`src/rtl/game_pkg.sv`:
```
// Shared encodings for the fire/gold grid game: game states, scheduler
// states, default timing and the difficulty period helper.
package game_pkg;

    localparam logic [1:0] GS_INIT   = 2'b00;
    localparam logic [1:0] GS_PLAY   = 2'b01;
    localparam logic [1:0] GS_FINISH = 2'b10;

    typedef enum logic [1:0] {
        ST_IDLE,
        ST_RUN,
        ST_PAUSED,
        ST_WAIT_ACK
    } sched_state_e;

    localparam int unsigned DEF_BASE_PERIOD     = 32'd67108864;
    localparam int unsigned DEF_STEP_DEC        = 32'd8388608;
    localparam int unsigned DEF_MIN_PERIOD      = 32'd16777216;
    localparam int unsigned DEF_WARN_LEAD       = 32'd16777216;
    localparam int unsigned DEF_GOLD_EVERY      = 32'd3;
    localparam int unsigned DEF_SCORE_PER_LEVEL = 32'd2;
    localparam int unsigned DEF_LEVEL_MAX       = 32'd3;

    // Wide product so a large level*step can never wrap below the floor.
    function automatic logic [31:0] calc_period(
        input logic [31:0] base,
        input logic [31:0] step,
        input logic [31:0] min_p,
        input logic [1:0]  lvl
    );
        logic [33:0] dec;
        logic [31:0] p;
        dec = 34'(step) * 34'(lvl);
        if (dec >= 34'(base)) p = min_p;
        else                  p = base - dec[31:0];
        if (p < min_p) p = min_p;
        return p;
    endfunction

endpackage

```
`src/rtl/tick_scheduler_if.sv`:
```
// Game-controller side bundle of the tick scheduler: game inputs,
// collision-check handshake and timing strobes.
interface tick_scheduler_if;

    logic [1:0] game_state;
    logic [3:0] score;
    logic       pause;
    logic       chk_ack;
    logic       fire_tick;
    logic       gold_tick;
    logic       chk_req;
    logic       warn;
    logic [1:0] level;
    logic [7:0] tick_cnt;

    modport master (
        output game_state, score, pause, chk_ack,
        input  fire_tick, gold_tick, chk_req, warn, level, tick_cnt
    );

    modport slave (
        input  game_state, score, pause, chk_ack,
        output fire_tick, gold_tick, chk_req, warn, level, tick_cnt
    );

endinterface

```
`src/rtl/tick_countdown.sv`:
```
// Loadable down-counter that holds at zero or when not enabled;
// load has priority over decrement.
module tick_countdown #(
    parameter int W = 32
) (
    input  logic         clk,
    input  logic         rst,
    input  logic         i_load,
    input  logic [W-1:0] i_load_val,
    input  logic         i_dec,
    output logic [W-1:0] o_count,
    output logic         o_zero
);

    logic [W-1:0] r_count;

    always_ff @(posedge clk or posedge rst) begin
        if (rst)
            r_count <= '0;
        else if (i_load)
            r_count <= i_load_val;
        else if (i_dec && (r_count != '0))
            r_count <= r_count - W'(1);
    end

    assign o_count = r_count;
    assign o_zero  = (r_count == '0);

endmodule

```
`src/rtl/tick_scheduler.sv`:
```
// Fire/gold tick scheduler with collision-check handshake and pause.
// Define DIFFICULTY_RAMP_EN to let the level (and period) follow score.
module tick_scheduler
    import game_pkg::*;
#(
    parameter int unsigned BASE_PERIOD     = DEF_BASE_PERIOD,
    parameter int unsigned STEP_DEC        = DEF_STEP_DEC,
    parameter int unsigned MIN_PERIOD      = DEF_MIN_PERIOD,
    parameter int unsigned WARN_LEAD       = DEF_WARN_LEAD,
    parameter int unsigned GOLD_EVERY      = DEF_GOLD_EVERY,
    parameter int unsigned SCORE_PER_LEVEL = DEF_SCORE_PER_LEVEL,
    parameter int unsigned LEVEL_MAX       = DEF_LEVEL_MAX
) (
    input logic             clk,
    input logic             rst,
    tick_scheduler_if.slave io_bus
);

    sched_state_e r_state;
    sched_state_e w_state_nxt;

    logic        r_fire;
    logic        r_gold;
    logic [3:0]  r_gold_cnt;
    logic [7:0]  r_tick_cnt;
    logic [1:0]  r_level;

    logic        w_fire_nxt;
    logic        w_gold_nxt;
    logic [3:0]  w_gold_cnt_nxt;
    logic [7:0]  w_tick_cnt_nxt;
    logic [1:0]  w_level_nxt;
    logic [1:0]  w_lvl_new;
    logic [31:0] w_period0;
    logic [31:0] w_period_new;

    logic        w_play;
    logic        w_cd_load;
    logic [31:0] w_cd_val;
    logic        w_cd_dec;
    logic [31:0] w_cd_count;
    logic        w_cd_zero;

    assign w_play = (io_bus.game_state == GS_PLAY);

`ifdef DIFFICULTY_RAMP_EN
    logic [31:0] w_lvl_div;

    assign w_lvl_div    = 32'(io_bus.score) / SCORE_PER_LEVEL;
    assign w_lvl_new    = (w_lvl_div > LEVEL_MAX) ? 2'(LEVEL_MAX)
                                                  : w_lvl_div[1:0];
    assign w_period0    = calc_period(BASE_PERIOD, STEP_DEC,
                                      MIN_PERIOD, 2'd0);
    assign w_period_new = calc_period(BASE_PERIOD, STEP_DEC,
                                      MIN_PERIOD, w_lvl_new);
`else
    logic w_unused_ramp;

    assign w_unused_ramp = ^{io_bus.score, STEP_DEC, MIN_PERIOD,
                             SCORE_PER_LEVEL, LEVEL_MAX};
    assign w_lvl_new     = 2'd0;
    assign w_period0     = BASE_PERIOD;
    assign w_period_new  = BASE_PERIOD;
`endif

    tick_countdown #(
        .W (32)
    ) u_countdown (
        .clk        (clk),
        .rst        (rst),
        .i_load     (w_cd_load),
        .i_load_val (w_cd_val),
        .i_dec      (w_cd_dec),
        .o_count    (w_cd_count),
        .o_zero     (w_cd_zero)
    );

    always_ff @(posedge clk or posedge rst) begin
        if (rst) r_state <= ST_IDLE;
        else     r_state <= w_state_nxt;
    end

    // Leaving PLAY clears the game from any state; otherwise the tick edge
    // samples the level and reloads with the period of that level.
    always_comb begin
        w_state_nxt    = r_state;
        w_fire_nxt     = 1'b0;
        w_gold_nxt     = 1'b0;
        w_gold_cnt_nxt = r_gold_cnt;
        w_tick_cnt_nxt = r_tick_cnt;
        w_level_nxt    = r_level;
        w_cd_load      = 1'b0;
        w_cd_val       = '0;
        w_cd_dec       = 1'b0;
        if (!w_play) begin
            w_state_nxt    = ST_IDLE;
            w_gold_cnt_nxt = '0;
            w_tick_cnt_nxt = '0;
            w_level_nxt    = '0;
            w_cd_load      = 1'b1;
        end else begin
            unique case (r_state)
                ST_IDLE: begin
                    w_state_nxt = ST_RUN;
                    w_cd_load   = 1'b1;
                    w_cd_val    = w_period0 - 32'd1;
                end
                ST_RUN: begin
                    if (io_bus.pause) begin
                        w_state_nxt = ST_PAUSED;
                    end else if (w_cd_zero) begin
                        w_state_nxt = ST_WAIT_ACK;
                        w_fire_nxt  = 1'b1;
                        w_level_nxt = w_lvl_new;
                        w_cd_load   = 1'b1;
                        w_cd_val    = w_period_new - 32'd1;
                        if (r_tick_cnt != 8'hFF)
                            w_tick_cnt_nxt = r_tick_cnt + 8'd1;
                        if ((r_gold_cnt + 4'd1) == 4'(GOLD_EVERY)) begin
                            w_gold_nxt     = 1'b1;
                            w_gold_cnt_nxt = '0;
                        end else begin
                            w_gold_cnt_nxt = r_gold_cnt + 4'd1;
                        end
                    end else begin
                        w_cd_dec = 1'b1;
                    end
                end
                ST_PAUSED: begin
                    if (!io_bus.pause) w_state_nxt = ST_RUN;
                end
                ST_WAIT_ACK: begin
                    if (io_bus.chk_ack)
                        w_state_nxt = io_bus.pause ? ST_PAUSED : ST_RUN;
                end
                default: w_state_nxt = ST_IDLE;
            endcase
        end
    end

    always_ff @(posedge clk or posedge rst) begin
        if (rst) begin
            r_fire     <= 1'b0;
            r_gold     <= 1'b0;
            r_gold_cnt <= '0;
            r_tick_cnt <= '0;
            r_level    <= '0;
        end else begin
            r_fire     <= w_fire_nxt;
            r_gold     <= w_gold_nxt;
            r_gold_cnt <= w_gold_cnt_nxt;
            r_tick_cnt <= w_tick_cnt_nxt;
            r_level    <= w_level_nxt;
        end
    end

    assign io_bus.fire_tick = r_fire;
    assign io_bus.gold_tick = r_gold;
    assign io_bus.chk_req   = (r_state == ST_WAIT_ACK);
    assign io_bus.warn      = (r_state == ST_RUN) && (w_cd_count < WARN_LEAD);
    assign io_bus.level     = r_level;
    assign io_bus.tick_cnt  = r_tick_cnt;

endmodule
```
`src/flat_wrapper.sv`:
```
// flat-port wrapper written by rule: the top's interface ports become plain ports
module tick_scheduler_flat import game_pkg::*;
#(
    parameter int unsigned BASE_PERIOD     = DEF_BASE_PERIOD,
    parameter int unsigned STEP_DEC        = DEF_STEP_DEC,
    parameter int unsigned MIN_PERIOD      = DEF_MIN_PERIOD,
    parameter int unsigned WARN_LEAD       = DEF_WARN_LEAD,
    parameter int unsigned GOLD_EVERY      = DEF_GOLD_EVERY,
    parameter int unsigned SCORE_PER_LEVEL = DEF_SCORE_PER_LEVEL,
    parameter int unsigned LEVEL_MAX       = DEF_LEVEL_MAX
)
  (clk, rst, io_bus_game_state, io_bus_score, io_bus_pause, io_bus_chk_ack, io_bus_fire_tick, io_bus_gold_tick, io_bus_chk_req, io_bus_warn, io_bus_level, io_bus_tick_cnt);
  tick_scheduler_if io_bus_i ();
  input logic clk;
  input logic rst;
  input wire logic [$bits(io_bus_i.game_state)-1:0] io_bus_game_state;
  input wire logic [$bits(io_bus_i.score)-1:0] io_bus_score;
  input wire logic [$bits(io_bus_i.pause)-1:0] io_bus_pause;
  input wire logic [$bits(io_bus_i.chk_ack)-1:0] io_bus_chk_ack;
  output wire logic [$bits(io_bus_i.fire_tick)-1:0] io_bus_fire_tick;
  output wire logic [$bits(io_bus_i.gold_tick)-1:0] io_bus_gold_tick;
  output wire logic [$bits(io_bus_i.chk_req)-1:0] io_bus_chk_req;
  output wire logic [$bits(io_bus_i.warn)-1:0] io_bus_warn;
  output wire logic [$bits(io_bus_i.level)-1:0] io_bus_level;
  output wire logic [$bits(io_bus_i.tick_cnt)-1:0] io_bus_tick_cnt;
  assign io_bus_i.game_state = io_bus_game_state;
  assign io_bus_i.score = io_bus_score;
  assign io_bus_i.pause = io_bus_pause;
  assign io_bus_i.chk_ack = io_bus_chk_ack;
  assign io_bus_fire_tick = io_bus_i.fire_tick;
  assign io_bus_gold_tick = io_bus_i.gold_tick;
  assign io_bus_chk_req = io_bus_i.chk_req;
  assign io_bus_warn = io_bus_i.warn;
  assign io_bus_level = io_bus_i.level;
  assign io_bus_tick_cnt = io_bus_i.tick_cnt;
  tick_scheduler #(.BASE_PERIOD(BASE_PERIOD), .STEP_DEC(STEP_DEC), .MIN_PERIOD(MIN_PERIOD), .WARN_LEAD(WARN_LEAD), .GOLD_EVERY(GOLD_EVERY), .SCORE_PER_LEVEL(SCORE_PER_LEVEL), .LEVEL_MAX(LEVEL_MAX)) u_core (.clk(clk), .rst(rst), .io_bus(io_bus_i));
endmodule
```
`config.mk`:
```
export PLATFORM = sky130hd
export DESIGN_NAME = tick_scheduler_flat
export DESIGN_NICKNAME = d
export VERILOG_FILES = /design/src/rtl/game_pkg.sv /design/src/rtl/tick_scheduler_if.sv /design/src/rtl/tick_countdown.sv /design/src/rtl/tick_scheduler.sv /design/src/flat_wrapper.sv
export SDC_FILE = /design/constraint.sdc
export NUM_CORES = 1
export LEC_CHECK = 0
export CORE_MARGIN = 1.5
export CORE_UTILIZATION = 45
export CTS_CLUSTER_SIZE = 14
export DETAILED_ROUTE_END_ITERATION = 16
export PLACE_DENSITY = 0.76
export SLEW_MARGIN = 30
export SYNTH_ARGS = -nofsm -noshare
export SYNTH_HDL_FRONTEND = slang
export SYNTH_SLANG_ARGS = --single-unit
```
`constraint.sdc`:
```
create_clock -name clk -period 3.3 [get_ports clk]
set_clock_uncertainty 0.1 [all_clocks]
set_input_delay 0.99 -clock clk [delete_from_list [all_inputs] [get_ports clk]]
set_output_delay 0.99 -clock clk [all_outputs]
set_load 0.01 [all_outputs]
```
==> key figures, run 1 <==
Finish
  – Commonest non-fill, non-tap cells in the layout: dfrtp_1 (48), nand2_1 (27), a21oi_1 (23), or4_1 (21), buf_4 (21)
  – Multi-input combinational cell area: ~0.0016 mm^2
  – Area grow syn2layout: 16.43%
  – Leading cell type in the layout, fill and taps excluded: dfrtp_1
  – Fillers: 544
  – Register Area: 0.001201 mm^2
  – Ant. Diodes: 0
  – Share of layout cells above drive strength 1: 0.1239
  – Post-layout util: 0.5528
  – Nets: 361

Worst setup path
  – WP buf/inv: 1
  – Worst R2R Setup Slack: 0.30 ns
  – Critical-path cell list: nor4_2 -> nand3b_1 -> nor3_1 -> clkdlybuf4s50_1
  – RR Endpoint: u_core.u_countdown.o_count[4]
  – Critical Path Sink Type: primary output
  – CP required: ~2.2 ns
  – Reg-to-reg startpoint: u_core.u_countdown.o_count[0]
  – Worst path top cell family by delay: simple AND/OR/NAND/NOR gates
  – Highest fanout seen on the critical path: 5
  – Crit path capture: io_bus_warn
  – Crit Path Class: reg -> out
  – Slowest cell on the critical path: clkdlybuf4s50_1
  – CP Launch Point: u_core.u_countdown.o_count[26]
  – WP data arrival: approximately 2.1 ns
  – Levels on crit path: 4
  – R2R depth: 7
  – Slowest stage delay, CP: 0.58 ns
  – Setup crit start kind: flip-flop

Global routing
  – Largest net degree at the start of global routing: 29
  – First-pass GRT wire length: 12320 um
  – Tot GR Track Use: 0.2158
  – Total global routing overflow: 0
  – Vias in the first global route: 2516
  – Initial antenna violation count: 0

Timing
  – Tcrit/Tclk final: 0.9562
  – Fin crit period: 3.155 ns
  – Pins Over Slew Limit: 0
  – Unrepaired setup endpoints after global routing: false
  – Max frequency: 316.9 MHz
  – Setup TNS: 0 ns
  – Endpoints failing setup: 0
  – Fin. Hold Viols: 0
  – Max-Slew Margin vs Limit: 0.5579
  – Worst-margin pin slew: approximately 0.66 ns

Route
  – Drt drc: 0
  – Via Count: about 2700
  – Routed len/inst: about 17 um
  – Post-route ant nets: 0
  – Final WL: around 7300 um
  – Drt pass-1 iters: 4
  – Post-DR vias/cell: 6.438
  – Starting DRT DRC Count: 240

Power
  – PD cells: 398.9 mW/mm^2
  – Leak: between 0.001 and 0.0015 uW
  – Worst IR Drop VDD: 0.2540 mV

Synthesis
  – Mux contribution to synthesized area: 0
  – Top cells by area, synth: dfrtp_1 (42%), or4_1 (5.5%), a21oi_1 (4.0%), o31ai_1 (3.7%), nand2_1 (3.5%)
  – Post-synthesis compound-gate area fraction: 0.2370
  – Async S/R FF share, synth: 1.000
  – Xor-xnor portion of the synthesized cell area: 0
  – Simple-gate share of the synthesized area: 0.2848
  – EDFF count, synth: 0
  – Cell area after synthesis: 0.002878 mm^2
  – Synth area leader: dfrtp_1
  – Post-Syn Area per Cell: 9.021 um^2
  – Largest family of logic cells by synthesized area: simple AND/OR/NAND/NOR gates
  – Post-synthesis adder-cell area fraction: 0.01739
  – Number of synthesized register bits: 48
  – Post-synth top area share: 0.4174
  – Synth Flop Type: dfrtp_1
  – Yosys warns: 0
  – Mapped Cells: between 300 and 400
  – Yosys cell types: 59
  – Post-synthesis sequential area ratio: 0.4174

Floorplanning
  – Site Rows: 28
  – Core Area: roughly 0.0061 mm^2
  – Die width: 82.97 um
  – Initial core utilization: 0.4748
  – Die area: 0.006884 mm^2
  – Die height: 82.97 um
  – IO Pins: 24

CTS
  – CTS tree: built
  – Total CTS buffers: 5
  – Worst-Skew Late Latency: 0.31 ns
  – CTS Sinks: 48
  – H-tree levels: 2
  – Clock transition at path regs: 0.09 ns
  – Setup bufs post-CTS: 0
  – Clock Tree Buf Depth: 2
  – Root Buffer: clkbuf_8

Outcome
  – Outcome: finished, final reports clean

Place
  – Port-buffer cells: 17
  – Final GP Congestion: 0.9257
  – Post-DP HPWL: 5030 um

Flow run
  – Max cap viols: 0

Worst hold path
  – Hold Path Class: reg -> reg
==> state kept, by name, indices dropped and copies added (netlist names) <==
signal,cells
u_core.r_state,2
u_core.io_bus.fire_tick,1
u_core.io_bus.gold_tick,1
u_core.u_countdown.o_count,32
u_core.r_gold_cnt,4
u_core.io_bus.tick_cnt,8
==> per-layer routing <==
layer,part of all wire,vias to the layer above,global-route usage
met4,0.014,0,0.07121
met5,0,-,0
met3,0.051,12,0.04076
met1,0.46,1331,0.3016
li1,-,1296,-
met2,0.47,78,0.3378
==> power breakdown <==
group          leakage [uW]  total (uW)  internal, uW  switching (uW)
combinational      0.000645         194          76.3             118
sequential         0.000647         642           610            32.1
clock             0.0000642         500           298             202
==> what timing repair did <==
action,4_1_cts,5_1_grt
gates resized for setup,0,1
endpoints found under the setup margin,0,1
hold buffers,0,0
==> how the worst min path moves through the flow <==
| stage | end | from | depth (start not counted) |
|---|---|---|---|
| 5_1_grt | u_core.u_countdown.o_count[2] | u_core.u_countdown.o_count[2] | 1 |
| 4_1_cts | u_core.u_countdown.o_count[2] | u_core.u_countdown.o_count[2] | 1 |
| 3_5_place_dp | u_core.u_countdown.o_count[2] | u_core.u_countdown.o_count[2] | 1 |
| 6_report | u_core.u_countdown.o_count[2] | u_core.u_countdown.o_count[2] | 1 |
| 3_3_place_gp | u_core.u_countdown.o_count[2] | u_core.u_countdown.o_count[2] | 1 |
| 2_1_floorplan | u_core.u_countdown.o_count[2] | u_core.u_countdown.o_count[2] | 1 |
==> per-stage QoR <==
stage	area, um^2	setup slack, ns	power, uW	hold slack [ns]	cells
after detailed placement	3216	0.02937	842.8	0.4194	415
after global placement	3216	0.05310	837.4	0.4169	415
after global routing	3351	0.01201	1383	0.4644	422
after floorplan	2882	0.4814	778.4	0.3931	320
after CTS	3344	0.06542	1338	0.4361	422
final	3351	0.1446	1337	0.4363	422
==> kinds of logic after synthesis <==
| logic type | after synthesis |
|---|---|
| and+or+nand+nor | 138 |
| AOI/OAI and AO/OA | 101 |
| DFF | 48 |
| buffers and inverters | 27 |
| adders and majority gates | 4 |
| other | 1 |
==> Yosys cell counts, types with 2 or more instances <==
library cell  count
a211o_1           5
a21oi_1          23
a31oi_1          13
a41o_1            2
and2_1            3
and3_1            5
and4_1            2
buf_1             3
buf_2             4
buf_4             2
clkbuf_1          8
dfrtp_1          48
ha_1              4
inv_1             9
nand2_1          27
nand2b_1          2
nand3_1          11
nand3b_1          2
nor2_1           18
nor3_1           11
nor3b_1           4
nor4_1            8
o211ai_1          2
o211ai_2          2
o21ai_0          18
o22ai_1           2
o311ai_0          3
o31a_1            2
o31ai_1          14
o41ai_1           5
or3_1             9
or4_1            21
==> cell type report <==
| cell class | count | area share |
|---|---|---|
| flip-flops and latches | 48 | 0.3585 |
| multi-input cells | 245 | 0.4671 |
| clock inverters | 2 | 0.01792 |
| inverters | 9 | 0.01008 |
| well taps | 75 | 0.02801 |
| clock buffers | 5 | 0.02054 |
| repair buffers | 38 | 0.09783 |
Power figures use the tool's default switching activity.
==> run 2, diff against run 1 <==
clock period = 3.8 ns   (was 3.3 ns; I/O delays follow)
==> key figures, run 2 (synthesized netlist as in run 1, its figures left out) <==
Route
  – Final WL: between 7000 and 8000 um
  – Starting DRT DRC Count: around 260
  – Drt drc: 0
  – Post-route ant nets: 0
  – Routed len/inst: 17.44 um
  – Post-DR vias/cell: around 6.5
  – Drt pass-1 iters: 5
  – Via Count: 2685

Place
  – Inst Count DP: 407
  – Final GP Congestion: 0.9438
  – Post-DP HPWL: 5061 um
  – Port-buffer cells: 17

Global routing
  – Total global routing overflow: 0
  – First-pass GRT wire length: 12230 um
  – Vias in the first global route: 2483
  – Largest net degree at the start of global routing: 29
  – Tot GR Track Use: 0.2168
  – Initial antenna violation count: 0

CTS
  – Hold_buf cts: 0
  – Post-CTS sizing: 0
  – Setup bufs post-CTS: 0
  – CTS tree: built
  – CTS Sinks: 48
  – Clock transition at path regs: ~0.080 ns
  – Total CTS buffers: 5
  – Root Buffer: clkbuf_8
  – H-tree levels: 2
  – Clock Tree Buf Depth: 2
  – Worst-Skew Late Latency: roughly 0.3 ns

Outcome
  – Outcome: finished, final reports clean

Floorplanning
  – Die area: 0.006884 mm^2
  – Site Rows: 28
  – IO Pins: 24
  – Initial core utilization: 0.4748
  – Die width: 82.97 um
  – Die height: between 80 and 90 um
  – Core Area: 0.006061 mm^2

Finish
  – Commonest non-fill, non-tap cells in the layout: dfrtp_1 (48), nand2_1 (27), a21oi_1 (23), or4_1 (21)
  – Nets: roughly 350
  – Leading cell type in the layout, fill and taps excluded: dfrtp_1
  – Ant. Diodes: 0
  – Layout Cells excl Fill: 415
  – Area grow syn2layout: 13.39%
  – Max reg flops: 32
  – Share of layout cells above drive strength 1: 0.1000

Worst setup path
  – Critical Path Sink Type: primary output
  – CP required: 2.56 ns
  – WP data arrival: 2.31 ns
  – Crit Path Class: reg -> out
  – Highest fanout seen on the critical path: 5
  – Setup crit start kind: flip-flop

Timing
  – Pins Over Slew Limit: 0
  – Worst-margin pin slew: 0.6824 ns
  – Unrepaired setup endpoints after global routing: false
  – Fin. Hold Viols: 0
  – Setup TNS: 0 ns
  – Max frequency: 281.4 MHz
  – Max-Slew Margin vs Limit: 0.5409
  – Tcrit/Tclk final: 0.9352
  – Fin crit period: 3.554 ns
  – Endpoints failing setup: 0

Power
  – Worst IR Drop VDD: 0.2403 mV
  – Leak: ~0.0013 uW
  – PD cells: 331.3 mW/mm^2
  – Register share of total power: 0.516
  – Combinational Power Share: 0.147
  – P_sw: 297.6 uW
  – Net Sw Frac: 0.2752
  – Internal power: 783.6 uW
  – Clock share of power: 0.337

Flow run
  – Max cap viols: 0

Worst hold path
  – Hold Path Class: reg -> reg
[run 2: path summary, 6_finish.rpt]
check	startpoint	to	slack [ns]	cells after the start
min in group asynchronous	rst	u_core.r_gold_cnt[0]	1.09	2
worst min-delay path	u_core.u_countdown.o_count[2]	u_core.u_countdown.o_count[2]	0.43	1
worst min register to register	u_core.u_countdown.o_count[2]	u_core.u_countdown.o_count[2]	0.43	1
max in group asynchronous	rst	u_core.u_countdown.o_count[11]	1.91	3
worst max-delay path	u_core.u_countdown.o_count[26]	io_bus_warn	0.25	4
worst max register to register	u_core.u_countdown.o_count[0]	u_core.u_countdown.o_count[27]	0.64	7
[run 2: worst max-delay path, stage by stage, from the launching register on]
cell and delay (ns):
dfrtp_1 0.42, nor4_1 0.45, nand3b_1 0.29, nor3_1 0.27, clkdlybuf4s50_1 0.58
[run 2: layout make-up]
type / count / area [um^2]
inverter: 9 / 33.78
clock inverter: 2 / 35.03
clock buffer: 6 / 72.57
sequential: 48 / 1201
timing repair buffer: 30 / 267.8
multi-input combinational: 245 / 1559
fill: 538 / 2798
tap: 75 / 93.84
[run 2: stage by stage]
stage          total power, uW  instance area (um^2)  hold WS (ns)  setup WS [ns]  utilization
2_1_floorplan            676.0                  2882        0.3931         0.8395            -
3_3_place_gp             717.7                  3156        0.4154         0.3840       0.5206
3_5_place_dp             723.1                  3156        0.4145         0.3699       0.5206
4_1_cts                   1085                  3263        0.4291         0.2564       0.5384
5_1_grt                   1129                  3263        0.4547         0.1250       0.5384
6_report                  1081                  3263        0.4292         0.2462       0.5384
[run 2: routing by layer]
| layer | up-vias | routed length [um] | global-route usage |
|---|---|---|---|
| li1 | 1280 | - | - |
| met1 | 1305 | 3331 | 0.2915 |
| met2 | 90 | 3426 | 0.3444 |
| met3 | 10 | 393 | 0.05070 |
| met4 | 0 | 88 | 0.07424 |
| met5 | - | 0 | 0 |
[run 2: power groups by stage]
stage | logic [uW] | registers (uW) | clock network, uW
6_report | 159 | 558 | 364
5_1_grt | 176 | 562 | 391
4_1_cts | 157 | 557 | 371
3_5_place_dp | 156 | 567 | 0
3_3_place_gp | 153 | 565 | 0
2_1_floorplan | 119 | 557 | 0
==> run 3, diff against run 2 <==
CAP_MARGIN = 20   (was default)
GPL_ROUTABILITY_DRIVEN = 0   (was default)
==> results of run 3 <==
Final layout, timing and power as in run 2 (identical DEF).
